<file path="src/rtl/stopwatch_controller.sv">
// Stopwatch sequencer: 10 Hz prescaler, BCD minute/second/tenth counters, run/pause/lap/overflow FSM.
// Define STOPWATCH_LAP_EN to build the LAP state and lap-capture registers; default build omits them.
module stopwatch_controller #(
  parameter int TICK_DIV = 10_000_000
) (
  input  logic       clk,
  input  logic       reset,
  input  logic       btn_start,
  input  logic       btn_lap,
  input  logic       btn_clear,
  output logic [3:0] Minutes,
  output logic [3:0] Tens_Seconds,
  output logic [3:0] Ones_Seconds,
  output logic [3:0] Tenths_Seconds,
  output logic       running,
  output logic       lap_active,
  output logic       overflow
);
  // state | meaning
  // IDLE  | stopped, counters at 0:00.0
  // RUN   | counting, display live
  // LAP   | counting, display frozen on lap registers
  // PAUSE | stopped, counters and prescaler held
  // OVER  | hit 9:59.9, waiting for clear

  localparam int             PW   = $clog2(TICK_DIV);
  localparam logic [PW-1:0]  PMAX = PW'(TICK_DIV - 1);

  typedef enum logic [2:0] {
    S_IDLE  = 3'd0,
    S_RUN   = 3'd1,
    S_PAUSE = 3'd2,
    S_OVER  = 3'd3
`ifdef STOPWATCH_LAP_EN
    , S_LAP = 3'd4
`endif
  } state_t;

  state_t        state;
  logic [PW-1:0] presc;
  logic [3:0]    cnt_min, cnt_tens, cnt_ones, cnt_tenths;
  logic [3:0]    inc_min, inc_tens, inc_ones, inc_tenths;
  logic [3:0]    nx_min, nx_tens, nx_ones, nx_tenths;
  logic          prev_start, prev_clear, ev_start, ev_clear;
  logic          counting, tick, at_max, advance;

`ifdef STOPWATCH_LAP_EN
  logic       prev_lap, ev_lap;
  logic [3:0] lap_min, lap_tens, lap_ones, lap_tenths;
  assign counting = (state == S_RUN) || (state == S_LAP);
`else
  logic unused_lap;
  assign unused_lap = btn_lap;
  assign lap_active = 1'b0;
  assign counting   = (state == S_RUN);
`endif

  assign tick    = counting && (presc == PMAX);
  assign at_max  = (cnt_min == 4'd9) && (cnt_tens == 4'd5) && (cnt_ones == 4'd9) && (cnt_tenths == 4'd9);
  assign advance = tick && !at_max;

  always_comb begin
    inc_min    = cnt_min;
    inc_tens   = cnt_tens;
    inc_ones   = cnt_ones;
    inc_tenths = cnt_tenths + 4'd1;
    if (cnt_tenths == 4'd9) begin
      inc_tenths = '0;
      inc_ones   = cnt_ones + 4'd1;
      if (cnt_ones == 4'd9) begin
        inc_ones = '0;
        inc_tens = cnt_tens + 4'd1;
        if (cnt_tens == 4'd5) begin
          inc_tens = '0;
          inc_min  = cnt_min + 4'd1;
        end
      end
    end
  end

  // Live value after this edge; lap capture uses it so a coincident tick is included.
  assign nx_min    = advance ? inc_min    : cnt_min;
  assign nx_tens   = advance ? inc_tens   : cnt_tens;
  assign nx_ones   = advance ? inc_ones   : cnt_ones;
  assign nx_tenths = advance ? inc_tenths : cnt_tenths;

  always_ff @(posedge clk or negedge reset) begin
    if (!reset) begin
      prev_start <= 1'b0;
      prev_clear <= 1'b0;
      ev_start   <= 1'b0;
      ev_clear   <= 1'b0;
`ifdef STOPWATCH_LAP_EN
      prev_lap   <= 1'b0;
      ev_lap     <= 1'b0;
`endif
    end else begin
      prev_start <= btn_start;
      prev_clear <= btn_clear;
      ev_start   <= btn_start & ~prev_start;
      ev_clear   <= btn_clear & ~prev_clear;
`ifdef STOPWATCH_LAP_EN
      prev_lap   <= btn_lap;
      ev_lap     <= btn_lap & ~prev_lap;
`endif
    end
  end

  always_ff @(posedge clk or negedge reset) begin
    if (!reset) begin
      state      <= S_IDLE;
      presc      <= '0;
      cnt_min    <= '0;
      cnt_tens   <= '0;
      cnt_ones   <= '0;
      cnt_tenths <= '0;
      running    <= 1'b0;
      overflow   <= 1'b0;
`ifdef STOPWATCH_LAP_EN
      lap_active <= 1'b0;
      lap_min    <= '0;
      lap_tens   <= '0;
      lap_ones   <= '0;
      lap_tenths <= '0;
`endif
    end else begin
      if (counting) presc <= tick ? '0 : presc + PW'(1);
      case (state)
        S_IDLE: begin
          if (ev_clear) begin
            presc      <= '0;
            cnt_min    <= '0;
            cnt_tens   <= '0;
            cnt_ones   <= '0;
            cnt_tenths <= '0;
          end else if (ev_start) begin
            state   <= S_RUN;
            running <= 1'b1;
          end
        end
        S_RUN: begin
          if (tick && at_max) begin
            state    <= S_OVER;
            running  <= 1'b0;
            overflow <= 1'b1;
          end else begin
            cnt_min    <= nx_min;
            cnt_tens   <= nx_tens;
            cnt_ones   <= nx_ones;
            cnt_tenths <= nx_tenths;
            if (ev_start) begin
              state   <= S_PAUSE;
              running <= 1'b0;
            end
`ifdef STOPWATCH_LAP_EN
            else if (ev_lap) begin
              state      <= S_LAP;
              lap_active <= 1'b1;
              lap_min    <= nx_min;
              lap_tens   <= nx_tens;
              lap_ones   <= nx_ones;
              lap_tenths <= nx_tenths;
            end
`endif
          end
        end
`ifdef STOPWATCH_LAP_EN
        S_LAP: begin
          if (tick && at_max) begin
            state      <= S_OVER;
            running    <= 1'b0;
            lap_active <= 1'b0;
            overflow   <= 1'b1;
          end else begin
            cnt_min    <= nx_min;
            cnt_tens   <= nx_tens;
            cnt_ones   <= nx_ones;
            cnt_tenths <= nx_tenths;
            if (ev_start) begin
              state      <= S_PAUSE;
              running    <= 1'b0;
              lap_active <= 1'b0;
            end else if (ev_lap) begin
              state      <= S_RUN;
              lap_active <= 1'b0;
            end
          end
        end
`endif
        S_PAUSE: begin
          if (ev_clear) begin
            state      <= S_IDLE;
            presc      <= '0;
            cnt_min    <= '0;
            cnt_tens   <= '0;
            cnt_ones   <= '0;
            cnt_tenths <= '0;
          end else if (ev_start) begin
            state   <= S_RUN;
            running <= 1'b1;
          end
        end
        S_OVER: begin
          if (ev_clear) begin
            state      <= S_IDLE;
            overflow   <= 1'b0;
            presc      <= '0;
            cnt_min    <= '0;
            cnt_tens   <= '0;
            cnt_ones   <= '0;
            cnt_tenths <= '0;
`ifdef STOPWATCH_LAP_EN
            lap_min    <= '0;
            lap_tens   <= '0;
            lap_ones   <= '0;
            lap_tenths <= '0;
`endif
          end
        end
        default: begin
          state    <= S_IDLE;
          running  <= 1'b0;
          overflow <= 1'b0;
        end
      endcase
    end
  end

  always_comb begin
    {Minutes, Tens_Seconds, Ones_Seconds, Tenths_Seconds} = {cnt_min, cnt_tens, cnt_ones, cnt_tenths};
`ifdef STOPWATCH_LAP_EN
    if (state == S_LAP)
      {Minutes, Tens_Seconds, Ones_Seconds, Tenths_Seconds} = {lap_min, lap_tens, lap_ones, lap_tenths};
`endif
  end

endmodule

</file>
<file path="config.mk">
export PLATFORM = sky130hd
export DESIGN_NAME = stopwatch_controller
export DESIGN_NICKNAME = d
export VERILOG_FILES = /design/src/rtl/stopwatch_controller.sv
export SDC_FILE = /design/constraint.sdc
export NUM_CORES = 1
export LEC_CHECK = 0
export ABC_CLOCK_PERIOD_IN_PS = 5750
export BUFFER_PORTS_ARGS = -buffer_cell sky130_fd_sc_hd__buf_2
export CORE_MARGIN = 10
export CORE_UTILIZATION = 40
export DETAILED_ROUTE_END_ITERATION = 6
export PLACE_DENSITY = 0.67
export SYNTH_ARGS = -nofsm -noshare
export SYNTH_HDL_FRONTEND = slang
export SYNTH_SLANG_ARGS = --single-unit
</file>
<file path="constraint.sdc">
create_clock -name clk -period 5.75 [get_ports clk]
set_input_delay 0.2875 -clock clk [delete_from_list [all_inputs] [get_ports clk]]
set_output_delay 0.2875 -clock clk [all_outputs]
set_load 0.01 [all_outputs]
</file>
# --- Word level (Yosys, flattened, before mapping) ---
# Cells that the tools add are included.
totals:
  register_bits: 49
  out_inout_bits: 19
  wordCells: 102
op_classes:
  addsub: 5
  eq_ne: 20
  n_mux: 41
  bitwise: 6
  n_reduce_logical: 18
op_table:
  columns: ["cell", "n"]
  rows:
  - ["$mux 24", 4]
  - ["$mux 4", 18]
  - ["$pmux 4 s2", 4]
  - ["$add 24x1->24 const B", 1]
  - ["$eq 24x24->1 const B", 1]
  - ["$mux 3", 6]
  - ["$add 4x1->4 const B", 4]
  - ["$ne 2x1->1 const B", 7]
  - ["$eq 4x4->1 const B", 3]
  - ["$pmux 3 s4", 1]
  - ["$ne 2x2->1 const B", 4]
  - ["$reduce_and 4->1", 2]
  - ["$reduce_and 7->1", 1]
  - ["$eq 3x2->1 const B", 2]
  - ["$logic_and 1x1->1", 6]
  - ["$mux 1", 6]
  - ["$pmux 1 s3", 2]
  - ["$reduce_and 3->1", 2]
  - ["$reduce_and 6->1", 1]
  - ["$reduce_and 5->1", 1]
  - ["$eq 4x3->1 const B", 1]
  - ["$not 1->1", 4]
  - ["$eq 3x1->1 const B", 1]
  - ["$logic_not 3->1", 1]
  - ["other kinds (6)", 7]

# --- Depth between registers and ports, before layout ---
# Gate-level depths: netlist (run 1).
depth:
  word_depth: 9
  ltp_mapped: 9

# --- Least setup slack after synthesis (run 1) ---
# No wires, ideal clock.
synth_timing:
  path_type: "register -> register"
  startpoint: "reg presc[8]"
  endpoint: "reg cnt_tens[0] (netlist: Tens_Seconds[0])"
  setup_time_ps: 125
  arrival_time_ps: 2050
  slack_ps: 3575
  path_stages_with_launch: 7
  n_path_buf: 1
  period_less_slack_ps: 2175
  cell_sequence: "dfrtp_1 or4b_2 nor4_1 and4bb_1 buf_2 or3b_4 mux2_4"
synth_via:
  elab_chain_len: 5
synth_rtl:
  columns: ["element", "line", "text"]
  rows:
  - ["from (decl)", "40", "logic [PW-1:0] presc;"]
  - ["from (signal assigned)", "127", "if (counting) presc <= tick ? '0 : presc + PW'(1);"]
  - ["$eq 24x24->1 *", "58", "assign tick = counting && (presc == PMAX);"]
  - ["$logic_and 1x1->1 *", "58", null]
  - ["$logic_and 1x1->1, on equally long branches", "142, 60", null]
  - ["$ne 2x2->1 (no source line) / $ne 2x1->1 (equally long branches)", null, null]
  - ["$reduce_and 6->1 (no source line) *", null, null]
  - ["to (signal assigned)", "148", "cnt_tens <= nx_tens;"]
  - ["to (decl)", "41", "logic [3:0] cnt_min, cnt_tens, cnt_ones, cnt_tenths;"]
# Mark *: on every way between the ends. The rest lies on a longest branch, timed or not.
# A chain may end at the register's enable or synchronous reset.

# --- Worst setup path after layout (run 1) ---
layout_timing:
  startpoint: "reg presc[16]"
  endpoint: "reg cnt_tens[0] (netlist: Tens_Seconds[0])"
# Same word-level chain as after synthesis.

==> load_flow_metrics.sql, run 1 <==
INSERT INTO impl_metrics (metric_group, metric, value, unit) VALUES
('run_status', 'status', 'complete, no violations', ''),
('placement', 'numPlacedInstances', '364', ''),
('grt', 'grt_use_total', '0.1148', ''),
('setup_path', 'timing.critical_path.to_type', 'flip-flop', ''),
('synth', 'synth_simple_gate_area_share', '0.2381', ''),
('setup_path', 'reg2regPathDepth', '5', ''),
('pwr', 'power.clock.fraction', '0.243', ''),
('synth', 'cell_type_with_the_largest_total_area_after_synthesis', 'dfrtp_1', ''),
('route', 'drt-total-wl', '5.491', 'mm'),
('hold_path', 'min_path_type', 'input port to asynchronous set/reset pin', ''),
('synth', 'synth_area', '2675', 'um^2'),
('grt', 'largest_net_degree_at_the_start_of_global_routing', '50', ''),
('pwr', 'cellInternalPower', '0.5636', 'mW'),
('synth', 'synthXorXnorAreaFrac', '0.05893', ''),
('floorplan', 'row_count', '29', ''),
('setup_path', 'critical_path.startpoint_type', 'flip-flop', ''),
('sta', 'final_min_period_over_clock_period', '0.4841', ''),
('synth', 'post_synth_mux_area_share', '0.03368', ''),
('route', 'drt-initial-drc-count', '167', ''),
('setup_path', 'timing.setup.critical_path_class', 'flip-flop to flip-flop', ''),
('clocking', 'cts_resized', '0', ''),
('synth', 'post_synth_num_cell_types', '43', ''),
('pwr', 'power.static_leakage', '1.278', 'nW'),
('sta', 'fin_worst_skew', '0.01417', 'ns'),
('clocking', 'worst_skew_pair.late_latency', '0.30', 'ns'),
('floorplan', 'die_width', '101.8', 'um'),
('sta', 'setup_viol_count_final', '0', ''),
('placement', 'gp_congestion', '0.7800', ''),
('placement', 'dpl.hpwl', '3.880', 'mm'),
('synth', 'dominant_combinational_cell_family_by_area_after_synthesis', 'simple AND/OR/NAND/NOR gates', ''),
('finish', 'layout.area.seq', '1226', 'um^2'),
('floorplan', 'design.portCount', '24', ''),
('sta', 'rsz0062_at_grt', 'no', ''),
('synth', 'yosysSeqAreaShare', '0.4584', ''),
('floorplan', 'start_util', '0.4165', ''),
('pwr', 'cellPowerDensity', '279.0', 'nW/um^2'),
('grt', 'gr-total-overflow', '0', ''),
('setup_path', 'crit_path_max_fanout', '18', ''),
('finish', 'total_inserted_antenna_cells', '0', ''),
('floorplan', 'die_area', '10360', 'um^2'),
('pwr', 'switchingPower', '0.2566', 'mW'),
('sta', 'min_period', '2.784', 'ns'),
('clocking', 'clock_sinks', '49', ''),
('finish', 'nets_finish', '308', ''),
('synth', 'ys_top_cells_by_area', 'dfrtp_1, xnor2_1, nor2_1', ''),
('finish', 'final_layout_size_suffix_gt1_frac', '0.1525', ''),
('synth', 'synth_cells', '273', ''),
('clocking', 'cts_buffer_depth', '2', ''),
('sta', 'final-hold-violation-count', '0', ''),
('sta', 'fmax', '359.2', 'MHz'),
('clocking', 'cts_hold_repair.buffers', '0', ''),
('synth', 'fraction_of_the_mapped_netlist_area_in_compound_gates', '0.1300', ''),
('finish', 'area_growth_syn_to_layout', '9.916', '%'),
('synth', 'most_frequently_used_flop_master_after_synthesis', 'dfrtp_1', ''),
('route', 'route.detailed.drc', '0', ''),
('finish', 'fillCellCount', '624', ''),
('setup_path', 'worst_ep_required_time', '5.94', 'ns'),
('setup_path', 'slowest_stage', 'and4bb_1', ''),
('route', 'first_drt_pass_iteration_count', '4', ''),
('synth', 'syn_avg_cell_area', '9.799', 'um^2'),
('floorplan', 'core_region_area', '6422', 'um^2'),
('pwr', 'vdd.ir_drop.worst', '0.0001535', 'V'),
('setup_path', 'regToRegStartpoint', 'presc[16]', ''),
('pwr', 'switching_share', '0.3129', ''),
('clocking', 'cts_tree', 'yes', ''),
('synth', 'ys_async_sr_fraction', '1.000', ''),
('grt', 'grt_first_pass_wirelength', '9.880', 'mm'),
('clocking', 'cts_setup_buffers', '0', ''),
('synth', 'yosys.area_share.adder', '0.04210', ''),
('sta', 'tightest_slew', '0.7861', 'ns'),
('finish', 'instances_no_fill', '372', '');
[logic make-up after synthesis]
| group | after synthesis |
|---|---|
| buffers and inverters | 25 |
| multiplexers | 6 |
| AND/OR/NAND/NOR | 113 |
| AO/OA/AOI/OAI | 52 |
| XOR/XNOR | 18 |
| other | 1 |
| adder cells (fa/ha/maj) | 9 |
| flip-flops | 49 |
[stage by stage]
stage / instance area, um^2 / utilization / hold WS, ns / power (mW) / worst slack, ns
after CTS: 2940 / 0.4578 / 0.08591 / 0.8355 / 2.946
after global routing: 2940 / 0.4578 / 0.08849 / 0.8785 / 2.838
after detailed placement: 2856 / 0.4448 / 0.3939 / 0.6328 / 2.948
after floorplan: 2679 / - / -0.008091 / 0.5587 / 3.575
final: 2940 / 0.4578 / 0.08031 / 0.8203 / 2.966
after global placement: 2856 / 0.4448 / 0.3833 / 0.6247 / 2.987
[layout make-up]
type                            count  area share
Clock buffer                        7     0.02596
Tap cell                           77     0.03277
Multi-Input combinational cell    200      0.4617
Clock inverter                      1    0.002553
Sequential cell                    49      0.4170
Timing Repair Buffer               23     0.04085
Inverter                           15     0.01915
[power groups by stage]
stage / sequential (mW) / clock (mW) / combinational, mW
finish: 0.435 / 0.199 / 0.186
global route: 0.447 / 0.216 / 0.216
global placement: 0.441 / 0 / 0.183
detailed placement: 0.443 / 0 / 0.190
floorplan: 0.449 / 0 / 0.110
CTS: 0.436 / 0.209 / 0.190
[how the worst max path moves through the flow]
stage / from / end / slack [ns]
detailed placement: presc[8] / Tens_Seconds[0] / 2.95
global route: presc[16] / Tens_Seconds[0] / 2.84
finish: presc[16] / Tens_Seconds[0] / 2.97
CTS: presc[8] / Tens_Seconds[0] / 2.95
global placement: presc[8] / Tens_Seconds[0] / 2.99
floorplan: presc[8] / Tens_Seconds[0] / 3.57
[state kept, by name, summed over array words and instances (netlist names)]
register        cells
state               3
Ones_Seconds        4
overflow            1
Tenths_Seconds      4
ev_clear            1
Tens_Seconds        4
Minutes             4
prev_start          1
ev_start            1
prev_clear          1
running             1
presc              24
[layout by cell type (no fill, tap or decap), types with 4 or more instances in the layout]
master	instances
dfrtp_1	49
nor2_1	31
buf_2	21
o21ai_0	18
inv_1	15
xnor2_1	14
o31ai_1	14
nand2_1	11
nand3_1	11
nor3_1	10
ha_1	9
nand4_1	8
nor4_1	8
a21oi_1	6
mux2_4	6
nand3b_1	5
or3_1	5
clkbuf_8	5
nor2b_1	4
xor2_1	4
o41ai_1	4
[worst max-delay path, delay by kind of cell, from the launching register on]
| family | cells | cell delay (ns) |
|---|---|---|
| and+or+nand+nor | 4 | 1.92 |
| DFF | 1 | 0.45 |
| muxes | 1 | 0.30 |
[synth_stat cells, types with 6 or more instances]
cell type and number:
a21oi_1 6, clkbuf_1 7, dfrtp_1 49, ha_1 9, inv_1 15, mux2_4 6, nand2_1 11, nand3_1 11
nand4_1 8, nor2_1 31, nor3_1 10, nor4_1 8, o21ai_0 18, o31ai_1 15, xnor2_1 14
[metal layers]
layer	routed length (um)	global-route usage	vias to the layer above
li1	-	-	1025
met1	2663	0.1435	1048
met5	0	0	-
met2	2540	0.1923	42
met4	71	0.04290	0
met3	216	0.02110	5
(Power assumes the default switching activity.)
==> inputs of run 2 (changes only) <==
- ABC_AREA: unset -> 1
- ABC_CLOCK_PERIOD_IN_PS: 5750 -> 2700
- clock period: 5.75 -> 2.7 ns (I/O delays scaled with it)
==> run 2 against run 1 <==
  * Maximum frequency rose by 29%
  * Highest routed layer unchanged
  * Synthesized area rose by 11%
  * Sequential share of layout area fell by 4.2 points
  * Synthesized cell count rose by 43%
  * Design area rose by 11%
  * Critical endpoint is now Minutes[3]
  * Critical path type unchanged
  * Largest cell class unchanged
  * Core utilization fell by 0.74 points
  * Via count rose by 20%
  * Die area rose by 8.8%
  * Cell count rose by 39%
  * Critical path depth rose by 5
  * Sequential power rose by 120%
  * Hold slack improved by 0.21 ns
==> load_flow_metrics.sql, run 2 <==
INSERT INTO impl_metrics (metric_group, metric, value, unit) VALUES
('sta', 'final_min_period_over_clock_period', '0.7985', ''),
('synth', 'netlist.area_leader.share', '0.4128', ''),
('synth', 'flops_latches_synth', '49', ''),
('run_status', 'status', 'complete, no violations', ''),
('setup_path', 'critPathArrivalTime', '2.39', 'ns'),
('route', 'drt-total-wl', '6.220', 'mm'),
('route', 'postRouteAntennaNets', '0', ''),
('setup_path', 'regToRegStartpoint', 'Ones_Seconds[1]', ''),
('clocking', 'cts-buffers-inserted', '5', ''),
('setup_path', 'worstPathCellList', 'inv_1, ha_1, nand2_1, nor2_1, nand3_1, nor2_1, nand3_1, nand3_1, nand2_1, nand2_1', ''),
('route', 'vias_per_cell', '4.894', ''),
('floorplan', 'design.portCount', '24', ''),
('clocking', 'clkSlewWorstSetupHoldPaths', '0.09', 'ns'),
('synth', 'ys_async_sr_fraction', '1.000', ''),
('sta', 'fmax', '463.9', 'MHz'),
('route', 'first_drt_pass_iteration_count', '4', ''),
('route', 'avgRoutedWirePerCell', '12.01', 'um'),
('synth', 'most_frequently_used_flop_master_after_synthesis', 'dfrtp_1', ''),
('finish', 'final_common_cell', 'nand2_1', ''),
('route', 'drt-initial-drc-count', '139', ''),
('pwr', 'total_power', '1.797', 'mW'),
('setup_path', 'minimum_setup_slack_among_reg_to_reg_paths', '0.54', 'ns'),
('hold_path', 'min_path_type', 'input port to asynchronous set/reset pin', ''),
('pwr', 'cellPowerDensity', '549.9', 'nW/um^2'),
('floorplan', 'die_width', '106.2', 'um'),
('sta', 'final-hold-violation-count', '0', ''),
('finish', 'post-route-cell-area', '3267', 'um^2'),
('synth', 'yosysWarningCount', '0', ''),
('finish', 'final_layout_size_suffix_gt1_frac', '0.1241', ''),
('route', 'route.detailed.drc', '0', ''),
('pwr', 'vdd.ir_drop.worst', '0.0002956', 'V'),
('pwr', 'power.static_leakage', '1.671', 'nW'),
('setup_path', 'critical_path.startpoint_type', 'flip-flop', ''),
('pwr', 'combinational_cell_fraction_of_total_power', '0.232', ''),
('setup_path', 'slowest_stage', 'dfrtp_1', ''),
('placement', 'place_area', '3151', 'um^2'),
('grt', 'number_of_antenna_violations_at_the_first_check_in_global_routing', '0', ''),
('finish', 'nets_finish', '433', ''),
('setup_path', 'reg2regPathDepth', '10', ''),
('floorplan', 'row_count', '31', ''),
('sta', 'rsz0062_at_grt', 'no', ''),
('synth', 'synth_area', '2970', 'um^2'),
('clocking', 'cts_resized', '0', ''),
('run', 'max_cap_viol_count', '0', ''),
('synth', 'cell_type_with_the_largest_total_area_after_synthesis', 'dfrtp_1', ''),
('setup_path', 'crit_path_max_fanout', '11', ''),
('sta', 'min_period', '2.156', 'ns'),
('setup_path', 'r2r_end', 'Minutes[3]', ''),
('grt', 'grt_use_total', '0.1135', ''),
('setup_path', 'timing.critical_path.to_type', 'flip-flop', ''),
('pwr', 'switchingPower', '0.5976', 'mW'),
('grt', 'gr-total-overflow', '0', ''),
('grt', 'first_global_vias', '2428', ''),
('grt', 'grt_first_pass_wirelength', '10.76', 'mm'),
('finish', 'largest_register', 'presc', ''),
('synth', 'ys_top_cells_by_area', 'dfrtp_1, nand2_1, nor2_1', ''),
('sta', 'fin_worst_skew', '0.008445', 'ns'),
('sta', 'worst_hold_margin', '0.2886', 'ns'),
('sta', 'slew_headroom', '0.5875', ''),
('synth', 'synth.top_cells.by_count', 'nand2_1, nor2_1, dfrtp_1, inv_1, nand3_1', ''),
('placement', 'detailedPlace.worstSlack', '0.5945', 'ns'),
('floorplan', 'core_region_area', '7253', 'um^2'),
('clocking', 'cts_tree', 'yes', ''),
('finish', 'largest_register_ff_count', '24', ''),
('clocking', 'worst_skew_pair.late_latency', '0.30', 'ns'),
('clocking', 'cts_root_buf', 'clkbuf_8', ''),
('synth', 'synth_cells', '391', ''),
('synth', 'synth_edf_count', '0', ''),
('floorplan', 'die_area', '11270', 'um^2'),
('finish', 'final_cell_mix', 'nand2_1, nor2_1, dfrtp_1', ''),
('pwr', 'power.clock.fraction', '0.244', ''),
('sta', 'setup_viol_count_final', '0', ''),
('setup_path', 'critical-path-max-stage-delay', '0.43', 'ns'),
('sta', 'final.setup.tns', '0', 'ns'),
('finish', 'fillCellCount', '738', ''),
('finish', 'area_growth_syn_to_layout', '9.983', '%'),
('synth', 'syn_avg_cell_area', '7.597', 'um^2'),
('placement', 'dpl.hpwl', '4.671', 'mm'),
('placement', 'io_buffers', '21', ''),
('sta', 'final.setup.worst_slack', '0.5441', 'ns'),
('pwr', 'switching_share', '0.3327', ''),
('sta', 'tightest_slew', '0.6188', 'ns'),
('clocking', 'clock_sinks', '49', ''),
('synth', 'yosysSeqAreaShare', '0.4128', ''),
('setup_path', 'worst_ep_required_time', '2.94', 'ns'),
('synth', 'yosysMostFrequentCell', 'nand2_1', ''),
('finish', 'instances_no_fill', '518', ''),
('setup_path', 'critPathLaunch', 'Ones_Seconds[1]', ''),
('finish', 'total_inserted_antenna_cells', '0', ''),
('pwr', 'sequential_fraction_of_design_power', '0.524', ''),
('grt', 'largest_net_degree_at_the_start_of_global_routing', '33', ''),
('setup_path', 'timing.setup.critical_path_class', 'flip-flop to flip-flop', ''),
('floorplan', 'die_h', '106.2', 'um'),
('floorplan', 'start_util', '0.4095', ''),
('synth', 'post_synth_num_cell_types', '34', ''),
('clocking', 'cts_buffer_depth', '2', ''),
('finish', 'utilization', '0.4504', ''),
('sta', 'slew_viol_final', '0', ''),
('placement', 'gp_congestion', '0.8584', ''),
('route', 'vias', '2535', ''),
('pwr', 'cellInternalPower', '1.199', 'mW'),
('placement', 'numPlacedInstances', '508', ''),
('clocking', 'cts_max_level', '2', '');
## run 2: worst max-delay path, delay by kind of cell, from the launching register on
family | cells | cell delay [ns]
DFF | 1 | 0.43
adders and majority gates | 1 | 0.14
and+or+nand+nor | 8 | 1.43
buffers and inverters | 1 | 0.08
## run 2: kinds of logic after synthesis
kind of cell | Yosys count | share of synthesized area
adder cells (fa/ha/maj) | 9 | 0.03791
flip-flops | 49 | 0.4128
AND/OR/NAND/NOR | 238 | 0.3749
AO/OA/AOI/OAI | 27 | 0.05308
buffers and inverters | 55 | 0.08466
other | 1 | 0.001262
XOR/XNOR | 12 | 0.03538
## run 2: per-layer routing
metal,GRT usage,share of wire,up-vias
met5,0,0,-
met4,0.04739,0.015,0
met3,0.02355,0.029,7
met2,0.1886,0.48,34
met1,0.1399,0.47,1196
li1,-,-,1298
## run 2: final cells by class
class                      instances  area (um^2)  area share
sequential                        49         1226      0.3753
inverter                          49        183.9     0.05630
clock buffer                       7        86.33     0.02643
timing repair buffer              26        150.1     0.04596
tap                               99        123.9     0.03792
multi-input combinational        288         1496      0.4581
## run 2: power by group through the flow
stage	clock (mW)	sequential (mW)	combinational (mW)
3_5_place_dp	0	0.955	0.425
4_1_cts	0.457	0.941	0.430
3_3_place_gp	0	0.949	0.409
6_report	0.438	0.941	0.418
2_1_floorplan	0	0.967	0.249
5_1_grt	0.480	0.960	0.479
## run 2: worst max-delay path by stage
stage                                 end  slack (ns)
after CTS                      Minutes[3]        0.56
after global routing           Minutes[0]        0.26
after floorplan           Ones_Seconds[0]        1.14
after global placement         Minutes[3]        0.70
final                          Minutes[3]        0.54
after detailed placement       Minutes[3]        0.59
## run 2: repair_timing
action	CTS	global route
buffers inserted	0	0
hold buffers	3	0
hold endpoints to repair	19	0
